--- src/rtl/imm_pkg.sv ---
// imm_pkg: shared definitions for the immediate-generation stage.
//   fmt_e       3-bit immediate format code
//   OP_*        RV32I/RV64I major opcodes that carry (or lack) an immediate
//   F3_*        funct3 values that turn OP-IMM into a shift
//   shamt_w()   shift-amount field width for a given XLEN
package imm_pkg;

  typedef enum logic [2:0] {
    FMT_R   = 3'd0,
    FMT_I   = 3'd1,
    FMT_SH  = 3'd2,
    FMT_S   = 3'd3,
    FMT_B   = 3'd4,
    FMT_U   = 3'd5,
    FMT_J   = 3'd6,
    FMT_BAD = 3'd7
  } fmt_e;

  localparam logic [6:0] OP_IMM    = 7'b0010011;
  localparam logic [6:0] OP_LOAD   = 7'b0000011;
  localparam logic [6:0] OP_JALR   = 7'b1100111;
  localparam logic [6:0] OP_STORE  = 7'b0100011;
  localparam logic [6:0] OP_BRANCH = 7'b1100011;
  localparam logic [6:0] OP_LUI    = 7'b0110111;
  localparam logic [6:0] OP_AUIPC  = 7'b0010111;
  localparam logic [6:0] OP_JAL    = 7'b1101111;
  localparam logic [6:0] OP_REG    = 7'b0110011;

  localparam logic [2:0] F3_SLL = 3'b001;
  localparam logic [2:0] F3_SR  = 3'b101;

  function automatic int shamt_w(input int xlen);
    return (xlen == 64) ? 6 : 5;
  endfunction

endpackage

--- src/rtl/imm_gen_pipe_if.sv ---
// imm_gen_pipe_if: handshake/data bundle of the immediate stage.
//   upstream side  : flush_i, in_valid_i, in_ready_o, instr_i, pc_i
//   downstream side: out_valid_o, out_ready_i, imm_o, fmt_o, illegal_o,
//                    pc_o, target_o
//   modport slave  : the stage itself; modport master: whoever drives it.
interface imm_gen_pipe_if #(
  parameter int XLEN = 32
);
  import imm_pkg::*;

  logic             flush_i;
  logic             in_valid_i;
  logic             in_ready_o;
  logic [31:0]      instr_i;
  logic [XLEN-1:0]  pc_i;
  logic             out_valid_o;
  logic             out_ready_i;
  logic [XLEN-1:0]  imm_o;
  fmt_e             fmt_o;
  logic             illegal_o;
  logic [XLEN-1:0]  pc_o;
  logic [XLEN-1:0]  target_o;

  modport slave (
    input  flush_i, in_valid_i, instr_i, pc_i, out_ready_i,
    output in_ready_o, out_valid_o, imm_o, fmt_o, illegal_o, pc_o, target_o
  );

  modport master (
    output flush_i, in_valid_i, instr_i, pc_i, out_ready_i,
    input  in_ready_o, out_valid_o, imm_o, fmt_o, illegal_o, pc_o, target_o
  );

endinterface

--- src/rtl/imm_decode.sv ---
// imm_decode: combinational immediate decoder.
//   instr_i    raw 32-bit instruction
//   imm_o      immediate extended to XLEN
//   fmt_o      format code
//   illegal_o  opcode not recognised (imm_o forced to 0)
module imm_decode
  import imm_pkg::*;
#(
  parameter int XLEN = 32
) (
  input  logic [31:0]     instr_i,
  output logic [XLEN-1:0] imm_o,
  output fmt_e            fmt_o,
  output logic            illegal_o
);

  localparam int SHAMT_W = shamt_w(XLEN);

  logic [6:0] opcode;
  logic [2:0] funct3;

  assign opcode = instr_i[6:0];
  assign funct3 = instr_i[14:12];

  // Size casts of $signed() operands give the sign extension to XLEN.
  always_comb begin
    imm_o     = '0;
    fmt_o     = FMT_R;
    illegal_o = 1'b0;
    case (opcode)
      OP_IMM: begin
        if (funct3 == F3_SLL || funct3 == F3_SR) begin
          // funct7 (including the SRA select bit) is deliberately left out.
          imm_o = XLEN'(instr_i[20 +: SHAMT_W]);
          fmt_o = FMT_SH;
        end else begin
          imm_o = XLEN'($signed(instr_i[31:20]));
          fmt_o = FMT_I;
        end
      end
      OP_LOAD, OP_JALR: begin
        imm_o = XLEN'($signed(instr_i[31:20]));
        fmt_o = FMT_I;
      end
      OP_STORE: begin
        imm_o = XLEN'($signed({instr_i[31:25], instr_i[11:7]}));
        fmt_o = FMT_S;
      end
      OP_BRANCH: begin
        imm_o = XLEN'($signed({instr_i[31], instr_i[7], instr_i[30:25],
                               instr_i[11:8], 1'b0}));
        fmt_o = FMT_B;
      end
      OP_LUI, OP_AUIPC: begin
        imm_o = XLEN'($signed({instr_i[31:12], 12'b0}));
        fmt_o = FMT_U;
      end
      OP_JAL: begin
        imm_o = XLEN'($signed({instr_i[31], instr_i[19:12], instr_i[20],
                               instr_i[30:21], 1'b0}));
        fmt_o = FMT_J;
      end
      OP_REG: begin
        fmt_o = FMT_R;
      end
      default: begin
        fmt_o     = FMT_BAD;
        illegal_o = 1'b1;
      end
    endcase
  end

endmodule

--- src/rtl/imm_gen_pipe.sv ---
// imm_gen_pipe: registered immediate-generation stage with skid buffer.
//   clk_i   clock, rising edge
//   rst_i   asynchronous active-low reset
//   bus     imm_gen_pipe_if.slave (upstream beat in, decoded beat out)
// Decode and target add happen before the registers, so the main and skid
// entries hold finished results. in_ready_o is the inverse of the skid flag,
// a flop, so out_ready_i never reaches it combinationally.
module imm_gen_pipe
  import imm_pkg::*;
#(
  parameter int XLEN = 32
) (
  input  logic           clk_i,
  input  logic           rst_i,
  imm_gen_pipe_if.slave  bus
);

  typedef struct packed {
    logic [XLEN-1:0] imm;
    fmt_e            fmt;
    logic            illegal;
    logic [XLEN-1:0] pc;
    logic [XLEN-1:0] target;
  } beat_t;

  logic [XLEN-1:0] dec_imm;
  fmt_e            dec_fmt;
  logic            dec_illegal;

  imm_decode #(.XLEN(XLEN)) u_decode (
    .instr_i   (bus.instr_i),
    .imm_o     (dec_imm),
    .fmt_o     (dec_fmt),
    .illegal_o (dec_illegal)
  );

  beat_t in_beat;
  beat_t main_d, main_q;
  beat_t skid_d, skid_q;
  logic  main_valid_d, main_valid_q;
  logic  skid_valid_d, skid_valid_q;
  logic  accept;
  logic  main_free;

  always_comb begin
    in_beat.imm     = dec_imm;
    in_beat.fmt     = dec_fmt;
    in_beat.illegal = dec_illegal;
    in_beat.pc      = bus.pc_i;
    in_beat.target  = bus.pc_i + dec_imm;
  end

  assign accept    = bus.in_valid_i && !skid_valid_q;
  assign main_free = !main_valid_q || bus.out_ready_i;

  always_comb begin
    main_d       = main_q;
    skid_d       = skid_q;
    main_valid_d = main_valid_q;
    skid_valid_d = skid_valid_q;
    if (bus.flush_i) begin
      main_valid_d = 1'b0;
      skid_valid_d = 1'b0;
    end else if (main_free) begin
      // A full skid blocks accept, so the two refill sources never collide.
      if (skid_valid_q) begin
        main_d       = skid_q;
        main_valid_d = 1'b1;
        skid_valid_d = 1'b0;
      end else if (accept) begin
        main_d       = in_beat;
        main_valid_d = 1'b1;
      end else begin
        main_valid_d = 1'b0;
      end
    end else if (accept) begin
      skid_d       = in_beat;
      skid_valid_d = 1'b1;
    end
  end

  always_ff @(posedge clk_i or negedge rst_i) begin
    if (!rst_i) begin
      main_q       <= '0;
      skid_q       <= '0;
      main_valid_q <= 1'b0;
      skid_valid_q <= 1'b0;
    end else begin
      main_q       <= main_d;
      skid_q       <= skid_d;
      main_valid_q <= main_valid_d;
      skid_valid_q <= skid_valid_d;
    end
  end

  assign bus.in_ready_o  = !skid_valid_q;
  assign bus.out_valid_o = main_valid_q;
  assign bus.imm_o       = main_q.imm;
  assign bus.fmt_o       = main_q.fmt;
  assign bus.illegal_o   = main_q.illegal;
  assign bus.pc_o        = main_q.pc;
  assign bus.target_o    = main_q.target;

endmodule
--- src/flat_wrapper.sv ---
// flat-port wrapper written by rule: the top's interface ports become plain ports
module imm_gen_pipe_flat import imm_pkg::*;
#(
  parameter int XLEN = 32
)
  (clk_i, rst_i, bus_flush_i, bus_in_valid_i, bus_instr_i, bus_pc_i, bus_out_ready_i, bus_in_ready_o, bus_out_valid_o, bus_imm_o, bus_fmt_o, bus_illegal_o, bus_pc_o, bus_target_o);
  imm_gen_pipe_if #(.XLEN(XLEN)) bus_i ();
  input  logic clk_i;
  input  logic rst_i;
  input wire logic [$bits(bus_i.flush_i)-1:0] bus_flush_i;
  input wire logic [$bits(bus_i.in_valid_i)-1:0] bus_in_valid_i;
  input wire logic [$bits(bus_i.instr_i)-1:0] bus_instr_i;
  input wire logic [$bits(bus_i.pc_i)-1:0] bus_pc_i;
  input wire logic [$bits(bus_i.out_ready_i)-1:0] bus_out_ready_i;
  output wire logic [$bits(bus_i.in_ready_o)-1:0] bus_in_ready_o;
  output wire logic [$bits(bus_i.out_valid_o)-1:0] bus_out_valid_o;
  output wire logic [$bits(bus_i.imm_o)-1:0] bus_imm_o;
  output wire logic [$bits(bus_i.fmt_o)-1:0] bus_fmt_o;
  output wire logic [$bits(bus_i.illegal_o)-1:0] bus_illegal_o;
  output wire logic [$bits(bus_i.pc_o)-1:0] bus_pc_o;
  output wire logic [$bits(bus_i.target_o)-1:0] bus_target_o;
  assign bus_i.flush_i = bus_flush_i;
  assign bus_i.in_valid_i = bus_in_valid_i;
  assign bus_i.instr_i = bus_instr_i;
  assign bus_i.pc_i = bus_pc_i;
  assign bus_i.out_ready_i = bus_out_ready_i;
  assign bus_in_ready_o = bus_i.in_ready_o;
  assign bus_out_valid_o = bus_i.out_valid_o;
  assign bus_imm_o = bus_i.imm_o;
  assign bus_fmt_o = bus_i.fmt_o;
  assign bus_illegal_o = bus_i.illegal_o;
  assign bus_pc_o = bus_i.pc_o;
  assign bus_target_o = bus_i.target_o;
  imm_gen_pipe #(.XLEN(XLEN)) u_core (.clk_i(clk_i), .rst_i(rst_i), .bus(bus_i));
endmodule
--- config.mk ---
export PLATFORM = sky130hd
export DESIGN_NAME = imm_gen_pipe_flat
export DESIGN_NICKNAME = d
export VERILOG_FILES = /design/src/rtl/imm_pkg.sv /design/src/rtl/imm_gen_pipe_if.sv /design/src/rtl/imm_decode.sv /design/src/rtl/imm_gen_pipe.sv /design/src/flat_wrapper.sv
export SDC_FILE = /design/constraint.sdc
export NUM_CORES = 1
export LEC_CHECK = 0
export CAP_MARGIN = 20
export CORE_MARGIN = 2
export CORE_UTILIZATION = 40
export DETAILED_ROUTE_END_ITERATION = 8
export GPL_TIMING_DRIVEN = 0
export SYNTH_ARGS = -nofsm -noshare
export SYNTH_HDL_FRONTEND = slang
export SYNTH_SLANG_ARGS = --single-unit
--- constraint.sdc ---
create_clock -name clk_i -period 3.19 [get_ports clk_i]
set_clock_uncertainty 0.2 [all_clocks]
set_input_delay 0.319 -clock clk_i [delete_from_list [all_inputs] [get_ports clk_i]]
set_output_delay 0.319 -clock clk_i [all_outputs]
set_load 0.01 [all_outputs]
==> results of run 1 <==
[layout make-up]
type | count | area share
Clock buffer | 33 | 0.0439
Tap cell | 335 | 0.0282
Sequential cell | 202 | 0.340
Timing Repair Buffer | 238 | 0.154
Inverter | 23 | 0.00640
Clock inverter | 8 | 0.00497
Multi-Input combinational cell | 767 | 0.405
Buffer | 57 | 0.0178
[flip-flops by register name (all words and copies together), names as in the netlist]
name,flops
u_core.bus.fmt_o,3
u_core.skid_valid_q,1
u_core.bus.target_o,32
u_core.bus.pc_o,32
u_core.skid_q,100
u_core.bus.imm_o,32
u_core.bus.out_valid_o,1
u_core.bus.illegal_o,1
[timing repair]
action                                 in CTS  in global routing
setup buffers                              48                 22
hold buffers                                2                  0
cloned                                      0                  0
pin swaps                                  77                 57
endpoints found under the hold margin      96                  0
setup endpoints to repair                 113                 67
gates resized for setup                   120                 74
[how the worst max path moves through the flow]
stage	to	slack [ps]	cells past startpoint
CTS	u_core.skid_q[30]	-410	19
detailed placement	u_core.bus.target_o[30]	-1760	19
global placement	u_core.bus.pc_o[26]	-7140	1
global route	u_core.bus.target_o[30]	-560	20
finish	u_core.bus.target_o[30]	-440	20
floorplan	u_core.skid_q[30]	-680	17
[stage by stage]
stage | setup slack (ps) | hold WS [ps] | utilization | TNS [ps] | instance area (sq um)
floorplan | -680 | -177 | - | -15790 | 10800
global placement | -7140 | 256 | 0.497 | -1519280 | 12900
detailed placement | -1760 | 199 | 0.499 | -86130 | 12900
CTS | -406 | 121 | 0.555 | -7370 | 14400
global route | -557 | 166 | 0.574 | -14980 | 14900
finish | -443 | 144 | 0.574 | -10400 | 14900
[power by group through the flow]
stage	Sequential [W]	Combinational [W]	Clock, W
after global routing	0.00323	0.00162	0.00276
final	0.00318	0.00149	0.00258
after detailed placement	0.00322	0.00136	0
after CTS	0.00318	0.00144	0.00262
after global placement	0.00321	0.00134	0
after floorplan	0.00325	0.000611	0
[metal layers]
layer / track usage / vias up / part of all wire
met5: 0 / - / 0
met4: 0.0772 / 0 / 0.036
met3: 0.0324 / 72 / 0.045
met2: 0.397 / 245 / 0.48
met1: 0.317 / 4499 / 0.44
li1: - / 4230 / -
[layout by cell type, fill, tap and decap left out, types with 8 or more instances in the layout]
master	Yosys	final
a21o_1	30	28
a21oi_1	63	43
a31oi_1	13	12
ha_1	31	9
xor2_2	1	9
clkbuf_16	0	23
o21ai_1	14	32
nor2_1	53	47
nand3_1	16	13
o21ai_0	123	93
dfrtp_1	202	202
mux2i_1	59	59
o21ai_2	1	8
buf_6	4	11
mux2_2	66	64
clkdlybuf4s50_1	0	160
clkbuf_1	57	49
buf_4	0	59
inv_1	23	14
nand2_1	161	151
ha_4	0	19
a21o_4	10	12
a21oi_2	0	19
[cell families after synthesis]
kind of cell	after synthesis
AO/OA/AOI/OAI	298
XOR/XNOR	31
adder cells (fa/ha/maj)	32
buffers and inverters	89
flip-flops	202
multiplexers	125
AND/OR/NAND/NOR	281
[critical path, cell delays in order]
cell	delay, ps
buf_8	70
nand2_4	40
or2_1	220
buf_6	140
or3_4	360
a31oi_4	180
or3_1	140
buf_6	150
nand2_4	70
inv_4	60
ha_4	140
and2_4	140
and3_4	200
a41oi_4	140
a31oi_4	340
a31oi_4	140
o21ai_2	210
a311oi_2	150
or4_1	540
nand3_1	90
==> summary.md, run 1 <==
| Metric | Value |
|---|---|
| Startpoint of the worst hold path | bus_instr_i[3] |
| Number of design rule violations left after detail routing | 0 |
| Clock root buffer | clkbuf_16 |
| Portion of the post-synthesis area used by sequential elements | 0.480 |
| Die X-Extent | 166 um |
| Ys flop type | dfrtp_1 |
| Arrival time at the worst endpoint | 3870 ps |
| Count of flip-flops with a built-in enable after synthesis | 0 |
| Post-DP HPWL | between 20 and 25 mm |
| Max_slew headroom | 0.389 |
| Adder-Cell Fraction of Synth Area | 0.0388 |
| CP startpoint kind | input port |
| Worst hold path depth | 5 |
| Crit Reg-Reg Startpoint | u_core.skid_valid_q |
| Relative contribution of combinational cells to total power | 0.205 |
| Largest family of logic cells by synthesized area | compound AO/OA/AOI/OAI gates |
| Setup WS post-layout | -443 ps |
| Type of the setup path with the least slack | in -> reg |
| Number of placement rows | between 50 and 60 |
| Die footprint | 27600 sq um |
| Number of nets in the layout | roughly 1400 |
| Final cell count without fillers | between 1500 and 2000 |
| Detailed Route Iter0 Violations | between 700 and 800 |
| MaxCap Viol Count | 0 |
| Syn nets | about 1200 |
| Post-synthesis area per instance | approximately 9.9 sq um |
| Most frequent cell after synthesis | dfrtp_1 |
| Global router's overall resource usage | 0.236 |
| Worst reg2reg setup slack | roughly 330 ps |
| Placed Cells | between 1500 and 2000 |
| Final critical delay including setup and external delays | about 3600 ps |
| Area delta synth->final | 41.2% |
| Post-Synth Simple-Gate Area | 0.115 |
| Drt total wl | 33.5 mm |
| Multi-input gate area | between 6000 and 7000 sq um |
| Initial antenna violation count | 0 |
| Critical register-to-register path endpoint | u_core.skid_q[68] |
| Number of standard cells after synthesis | between 1000 and 1500 |
| Worst reg-to-reg path cell count | 6 |
| Min-Delay Path Class | in -> reg |
| Commonest cells post-synth | dfrtp_1 (202), nand2_1 (161), o21ai_0 (123), mux2_2 (66), a21oi_1 (63) |
| Placer congestion estimate | 0.907 |
| Worst skew pair latency | between 500 and 600 ps |
| Worst voltage drop across the vdd grid | ~0.34 mV |
| Number of hold-slack violations in the final timing report | 0 |
| Failing checks | setup timing |
| Fraction of the mapped netlist area in compound gates | 0.178 |
| Overall power consumption | ~0.0073 W |
| Power share of the sequential group | 0.438 |
| Share of layout cells above drive strength 1 | 0.255 |
| Starting density of the core | 0.406 |
| Buffers on Ports | approximately 170 |
| Number of synthesized register bits | about 200 |
| Diode count | 0 |
| Avg Vias per Cell | approximately 5.4 |
| Count of filler cells inserted in the layout | 2207 |
| Critical Path End Type | flip-flop |
| CTS Buf Count | 23 |
| Pin count of the biggest net entering global routing | 108 |
| Largest cells by area after synthesis | dfrtp_1 (48%), mux2_2 (7.1%), o21ai_0 (5.8%) |
| Number of distinct library cells after synthesis | 61 |
| Period Utilization, post-route | 1.14 |
| Worst-path clk slew | roughly 60 ps |
| Overflow left after global routing | 0 |
| Share of flip-flops with an asynchronous set or reset after synthesis | 1.00 |
| Footprint of the flip-flops and latches | 5050 sq um |
| Share of synthesized area spent on multiplexers | 0.127 |
| Final slew viol count | 0 |
| Die height | 166 um |
| Run status | finished with violations |
| Pwr per Cell Area | approximately 490 nW/um^2 |
| Number of global-route vias before repair | ~9000 |
| Number of antenna-violating nets in the routed design | 0 |
| Max FO, Critical Path | 8 |
| Vias post-DR | 9046 |
| H-tree lvl count | 1 |
| Total standard cell area after synthesis | between 10000 and 15000 sq um |
| Global-route wire length before repair | 51.6 mm |
| Leakage power | approximately 6.8 nW |
| Internal power summed over all cells | 0.00524 W |
| Count of yosys warnings during synthesis | 0 |
| Maximum clock rate | 275 MHz |
| Core area | 25900 sq um |
| Area share of xor/xnor cells in the synthesized design | 0.0265 |
| CTS sink cnt | approximately 200 |
| TritonCTS clock tree | done |
| WL per Instance | between 20 and 25 um |
| Clock network power share | 0.356 |
| Critical path startpoint | bus_instr_i[1] |
| Number of placed I/O pins | about 170 |
| End point of the most critical hold path | u_core.skid_q[65] |
| Setup-failing EPs final | 41 |
| Share of the synthesized area in the top cell type | 0.480 |
| Yosys top cell by area | dfrtp_1 |
| Number of buffers on the longest clock path | 3 |
| Net Sw Power | about 0.002 W |
| Endpoint required time on the critical path | ~3400 ps |
| Transition time of the tightest slew-check pin | just over 900 ps |
| Router iterations before antenna repair | 6 |
| Switching share of total power | 0.277 |
| RSZ-0062 raised after global routing | yes |
(Power assumes the default switching activity.)
==> run 2: changes to the inputs <==
--- a/config.mk
+++ b/config.mk
@@ -5,11 +5,11 @@
 export SDC_FILE = /design/constraint.sdc
 export NUM_CORES = 1
 export LEC_CHECK = 0
-export CAP_MARGIN = 20
 export CORE_MARGIN = 2
 export CORE_UTILIZATION = 40
 export DETAILED_ROUTE_END_ITERATION = 8
 export GPL_TIMING_DRIVEN = 0
+export MAX_ROUTING_LAYER = met4
 export SYNTH_ARGS = -nofsm -noshare
 export SYNTH_HDL_FRONTEND = slang
 export SYNTH_SLANG_ARGS = --single-unit
==> summary.md, run 2 (synthesis gave the netlist of run 1 again) <==
| Metric | Value |
|---|---|
| Register containing the most flip-flops in the final layout | u_core.skid_q |
| Leading cell types in the layout, fill and taps excluded | dfrtp_1 (202), clkdlybuf4s50_1 (160), nand2_1 (152) |
| Die X-Extent | 166 um (unchanged) |
| Placer congestion estimate | 0.887 (-2.2%) |
| Period Utilization, post-route | 1.16 (+0.0173) |
| Final core utilization | 0.573 (about the same) |
| Router iterations before antenna repair | 8 (+2) |
| Vias post-DR | 9014 (-0.35%) |
| Count of filler cells inserted in the layout | 2242 (+1.6%) |
| Flip-flop count of the largest register after layout | 100 (unchanged) |
| Min-Delay Path Class | in -> async |
| Setup WS post-layout | -498 ps (-55.2 ps) |
| Buffers on Ports | 168 (unchanged) |
| Maximum clock rate | 271 MHz (-1.5%) |
| Worst voltage drop across the vdd grid | 0.336 mV (-0.17%) |
| Number of placed I/O pins | 171 (unchanged) |
| Starting density of the core | 0.406 (unchanged) |
| Detailed Route Iter0 Violations | 635 (-14%) |
| Net Sw Power | 0.00197 W (-1.8%) |
| Pwr per Cell Area | 480 nW/um^2 (-1.7%) |
| CTS Buf Count | 23 (unchanged) |
| Critical Path End Type | flip-flop |
| Type of the setup path with the least slack | in -> reg |
| Initial antenna violation count | 0 (unchanged) |
| Multi-input gate area | 5940 sq um (-1.2%) |
| Worst-path clk slew | 60 ps (about the same) |
| Sum of buffers and inverters on the critical path | 4 (unchanged) |
| Worst Hold Margin | 131 ps (-13.4 ps) |
| Overflow left after global routing | 0 (unchanged) |
| Switching share of total power | 0.277 (about the same) |
| Avg Vias per Cell | 5.40 (-0.71%) |
| Number of antenna-violating nets in the routed design | 0 (unchanged) |
| MaxCap Viol Count | 0 (unchanged) |
| Setup-failing EPs final | 41 (unchanged) |
| Worst skew pair latency | 500 ps (-20 ps) |
| Diode count | 0 (unchanged) |
| Final cell count without fillers | 1669 (+0.36%) |
| Number of nets in the layout | 1421 (+0.57%) |
| Final critical delay including setup and external delays | 3690 ps (+55.2 ps) |
| Power share of the sequential group | 0.446 (+0.008) |
| Area delta synth->final | 41.2% (about the same) |
| H-tree lvl count | 1 (unchanged) |
| Final slew viol count | 0 (unchanged) |
| Total Neg Setup Slack | -9710 ps (+689 ps) |
| Number of global-route vias before repair | 8813 (-1.3%) |
| Post-DP HPWL | 24.3 mm (+1.3%) |
| Pin count of the biggest net entering global routing | 82 (-24%) |
| Relative contribution of combinational cells to total power | 0.207 (+0.002) |
| Transition time of the tightest slew-check pin | 941 ps (+24.5 ps) |
| Die height | 166 um (unchanged) |
| Slowest stage cell, crit path | or4_4 |
| Number of placement rows | 59 (unchanged) |
| Core area | 25900 sq um (unchanged) |
| Internal power summed over all cells | 0.00516 W (-1.7%) |
| Failing checks | setup timing |
| Max_slew headroom | 0.373 (-0.0163) |
| Clock root buffer | clkbuf_16 |
| Footprint of the flip-flops and latches | 5050 sq um (unchanged) |
| Share of layout cells above drive strength 1 | 0.252 (-0.00340) |
| Clock network power share | 0.347 (-0.009) |
| WL per Instance | 20.1 um (-0.16%) |
| Critical Path Max Stage Delay | 610 ps (+70 ps) |
| Max FO, Critical Path | 5 (-3) |
| Worst-path cell chain | clkdlybuf4s15_2, nor2b_4, nand3_4, nor2_2, or3_4, buf_6, and2_4, buf_8, buf_12, a21o_4, ha_4, nand4_1, or4_4, o21ai_4, o21ai_2, xnor2_2, mux2i_1, a21oi_1 |
| Endpoint required time on the critical path | 3360 ps (-70 ps) |
| Arrival time at the worst endpoint | 3860 ps (about the same) |
| TritonCTS clock tree | done |
| Global-route wire length before repair | 51.0 mm (-1.1%) |
| Drt total wl | 33.5 mm (+0.20%) |
| CTS sink cnt | 202 (unchanged) |
| Overall power consumption | 0.00713 W (-1.7%) |
| Number of hold-slack violations in the final timing report | 0 (unchanged) |
| RSZ-0062 raised after global routing | yes |
| Die footprint | 27600 sq um (unchanged) |
| Global router's overall resource usage | 0.242 (+0.00525) |
| Run status | finished with violations |
| Leakage power | 6.83 nW (+0.90%) |
| Number of design rule violations left after detail routing | 0 (unchanged) |
| Placed Cells | 1563 (+0.064%) |
| CP startpoint kind | input port |
| Number of buffers on the longest clock path | 3 (unchanged) |
| Most frequent standard cell in the layout excluding fill and tap cells | dfrtp_1 |
| CP top delay family | simple AND/OR/NAND/NOR gates |
[run 2: cell types whose count changed in the layout (fill, tap and decap cells not counted), moves of 3 or more]
cell      delta
o21ai_0      +3
clkinv_2     -4
ha_4         -6
buf_6        +4
ha_1         +5
[run 2: final timing paths]
check,start,endpoint,slack [ps],depth (start not counted)
setup / recovery,bus_instr_i[5],u_core.bus.target_o[29],-500,18
hold / removal,rst_i,u_core.bus.pc_o[4],130,2
setup reg to reg,u_core.skid_valid_q,u_core.skid_q[68],380,6
hold reg to reg,u_core.bus.imm_o[6],u_core.bus.imm_o[6],280,2
max in group asynchronous,rst_i,u_core.bus.pc_o[25],1570,4
min in group clk_i,bus_instr_i[6],u_core.skid_q[64],180,3
[run 2: per-layer routing]
| layer | global-route usage | share of wire |
|---|---|---|
| met1 | 0.322 | 0.44 |
| met2 | 0.391 | 0.48 |
| met3 | 0.0300 | 0.042 |
| met4 | 0.0682 | 0.029 |
| met5 | - | 0 |
[run 2: layout make-up]
| cell class | instances | area share |
|---|---|---|
| flip-flops and latches | 202 | 0.340 |
| inverters | 23 | 0.00606 |
| clock inverters | 4 | 0.00211 |
| plain buffers | 58 | 0.0189 |
| multi-input cells | 767 | 0.400 |
| well taps | 335 | 0.0282 |
| clock buffers | 35 | 0.0445 |
| repair buffers | 245 | 0.160 |
[run 2: power groups by stage]
| stage | Clock [W] | Combinational [W] | Sequential, W |
|---|---|---|---|
| floorplan | 0 | 0.000611 | 0.00325 |
| global placement | 0 | 0.00134 | 0.00321 |
| detailed placement | 0 | 0.00137 | 0.00322 |
| CTS | 0.00252 | 0.00144 | 0.00318 |
| global route | 0.00262 | 0.00161 | 0.00323 |
| finish | 0.00247 | 0.00148 | 0.00318 |
[run 2: repair_timing]
item	CTS	global route
hold endpoints to repair	101	0
endpoints found under the setup margin	113	106
gates resized for setup	114	69
hold buffers	2	0
buffers inserted	46	32
pin swaps	63	55
cloned	0	0
[run 2: per-stage QoR]
step                cell area (sq um)  setup slack [ps]
floorplan                       10800              -680
global placement                12900             -7220
detailed placement              12900             -1870
CTS                             14300              -443
global route                    14900              -595
finish                          14900              -498
==> run 3: changes to the inputs <==
--- a/config.mk
+++ b/config.mk
@@ -6,10 +6,11 @@
 export NUM_CORES = 1
 export LEC_CHECK = 0
 export CORE_MARGIN = 2
-export CORE_UTILIZATION = 40
+export CORE_UTILIZATION = 51
 export DETAILED_ROUTE_END_ITERATION = 8
 export GPL_TIMING_DRIVEN = 0
 export MAX_ROUTING_LAYER = met4
+export PLACE_DENSITY = 0.77
 export SYNTH_ARGS = -nofsm -noshare
 export SYNTH_HDL_FRONTEND = slang
 export SYNTH_SLANG_ARGS = --single-unit
==> summary.md, run 3 (synthesis gave the netlist of run 1 again) <==
| Metric | Value |
|---|---|
| Leakage power | 6.93 nW (+1.4%) |
| Final critical delay including setup and external delays | 3630 ps (-55.9 ps) |
| Total Neg Setup Slack | -11880 ps (-2170 ps) |
| TritonCTS clock tree | done |
| Setup WS post-layout | -443 ps (+55.9 ps) |
| Die X-Extent | 148 um (-11%) |
| RSZ-0062 raised after global routing | yes |
| Avg Vias per Cell | 5.75 (+6.4%) |
| Min-Delay Path Class | in -> reg |
| Pwr per Cell Area | 500 nW/um^2 (+4.3%) |
| CTS Buf Count | 23 (unchanged) |
| MaxCap Viol Count | 0 (unchanged) |
| Global router's overall resource usage | 0.301 (+0.0596) |
| Die footprint | 21800 sq um (-21%) |
| Transition time of the tightest slew-check pin | 890 ps (-50.8 ps) |
| Drt total wl | 32.5 mm (-3.1%) |
| Arrival time at the worst endpoint | 3860 ps (about the same) |
| Starting density of the core | 0.520 (+0.114) |
| Number of design rule violations left after detail routing | 0 (unchanged) |
| Critical Path End Type | flip-flop |
| Period Utilization, post-route | 1.14 (-0.0175) |
| Worst-path clk slew | 60 ps (about the same) |
| Clock root buffer | clkbuf_16 |
| WL per Instance | 20.0 um (-0.23%) |
| Area delta synth->final | 41.7% |
| Number of placement rows | 52 (-12%) |
| Placer congestion estimate | 0.966 (+8.9%) |
| Die height | 148 um (-11%) |
| Setup-failing EPs final | 43 (+4.9%) |
| Worst Hold Margin | 148 ps (+17.1 ps) |
| Multi-input gate area | 5890 sq um (-0.84%) |
| Diode count | 0 (unchanged) |
| Run status | finished with violations |
| Final slew viol count | 0 (unchanged) |
| Pin count of the biggest net entering global routing | 112 (+37%) |
| Max_slew headroom | 0.406 (+0.0339) |
| Type of the setup path with the least slack | in -> reg |
| H-tree lvl count | 1 (unchanged) |
| Share of layout cells above drive strength 1 | 0.261 (+0.00941) |
| Buffers on Ports | 168 (unchanged) |
| Core area | 20200 sq um (-22%) |
| Overall power consumption | 0.00746 W (+4.6%) |
| Worst skew pair latency | 500 ps (about the same) |
| CP startpoint kind | input port |
| Detailed Route Iter0 Violations | 663 (+4.4%) |
| Count of filler cells inserted in the layout | 1402 (-37%) |
| Initial antenna violation count | 0 (unchanged) |
| Number of global-route vias before repair | 9080 (+3.0%) |
| Number of hold-slack violations in the final timing report | 0 (unchanged) |
| Number of buffers on the longest clock path | 3 (unchanged) |
| Maximum clock rate | 275 MHz (+1.5%) |
| Endpoint required time on the critical path | 3420 ps (+60 ps) |
| Register containing the most flip-flops in the final layout | u_core.skid_q |
| Global-route wire length before repair | 49.8 mm (-2.5%) |
| Overflow left after global routing | 0 (unchanged) |
| Number of antenna-violating nets in the routed design | 0 (unchanged) |
| Post-placement setup slack | -1880 ps (-7.44 ps) |
| Router iterations before antenna repair | 5 (-3) |
| Max FO, Critical Path | 5 (unchanged) |
| Worst voltage drop across the vdd grid | 0.380 mV (+13%) |
| Most frequent standard cell in the layout excluding fill and tap cells | dfrtp_1 |
| Vias post-DR | 9319 (+3.4%) |
| Leading cell types in the layout, fill and taps excluded | dfrtp_1 (202), clkdlybuf4s50_1 (160), nand2_1 (152) |
| Number of nets in the layout | 1436 (+1.1%) |
| Post-DP HPWL | 22.8 mm (-5.8%) |
| CTS sink cnt | 202 (unchanged) |
| Footprint of the flip-flops and latches | 5050 sq um (unchanged) |
| Number of placed I/O pins | 171 (unchanged) |
| Flip-flop count of the largest register after layout | 100 (unchanged) |
| Failing checks | setup timing |
| Final core utilization | 0.737 (+0.163) |
## run 3: metal layers
layer  GRT usage  wire (um)  vias to the layer above
met2       0.472      15500                      405
met3      0.0441       2020                      101
met5           -          0                        -
met1       0.388      13200                     4542
met4       0.143       1710                        0
li1            -          -                     4271
## run 3: layout make-up
cell class	count	share of cell area
Timing Repair Buffer	259	0.165
Clock buffer	27	0.0409
Sequential cell	202	0.339
Buffer	59	0.0181
Clock inverter	14	0.0125
Inverter	23	0.00621
Tap cell	270	0.0227
Multi-Input combinational cell	767	0.395
## run 3: critical path: stages
cell	delay (ps)
clkdlybuf4s15_2	230
nor2b_4	160
nand3_4	120
nor3_2	60
buf_4	130
a211o_1	220
a21oi_1	320
inv_1	100
ha_1	420
and3_4	260
a41oi_4	160
a31oi_4	340
a31oi_4	150
o21ai_4	190
a311oi_4	130
or4_1	480
nand3_1	80
## run 3: path summary, 6_finish.rpt
check | slack, ps | cells after the start | endpoint | from
max | -440 | 17 | u_core.bus.target_o[30] | bus_instr_i[5]
min | 150 | 5 | u_core.skid_q[65] | bus_instr_i[1]
max reg2reg | 180 | 6 | u_core.skid_q[68] | u_core.skid_valid_q
min reg2reg | 270 | 2 | u_core.bus.imm_o[11] | u_core.bus.imm_o[11]
max in group asynchronous | 1580 | 3 | u_core.bus.target_o[30] | rst_i
min in group asynchronous | 220 | 2 | u_core.bus.pc_o[5] | rst_i
## run 3: report_power, final
part	total [W]	internal (W)	switching, W
clock	0.00278	0.00170	0.00107
combinational	0.00150	0.000784	0.000717
sequential	0.00318	0.00296	0.000222
## run 3: what timing repair did
item	in CTS	in global routing
setup buffers	60	28
setup endpoints to repair	62	78
resized for setup	134	47
endpoints found under the hold margin	92	0
hold buffers	2	0
pin swaps	83	46
## run 3: stage by stage
| step | instance area, sq um | std cells |
|---|---|---|
| 2_1_floorplan | 10800 | 1058 |
| 3_5_place_dp | 12800 | 1497 |
| 5_1_grt | 14900 | 1621 |
| 4_1_cts | 14500 | 1595 |
| 6_report | 14900 | 1621 |
| 3_3_place_gp | 12800 | 1496 |
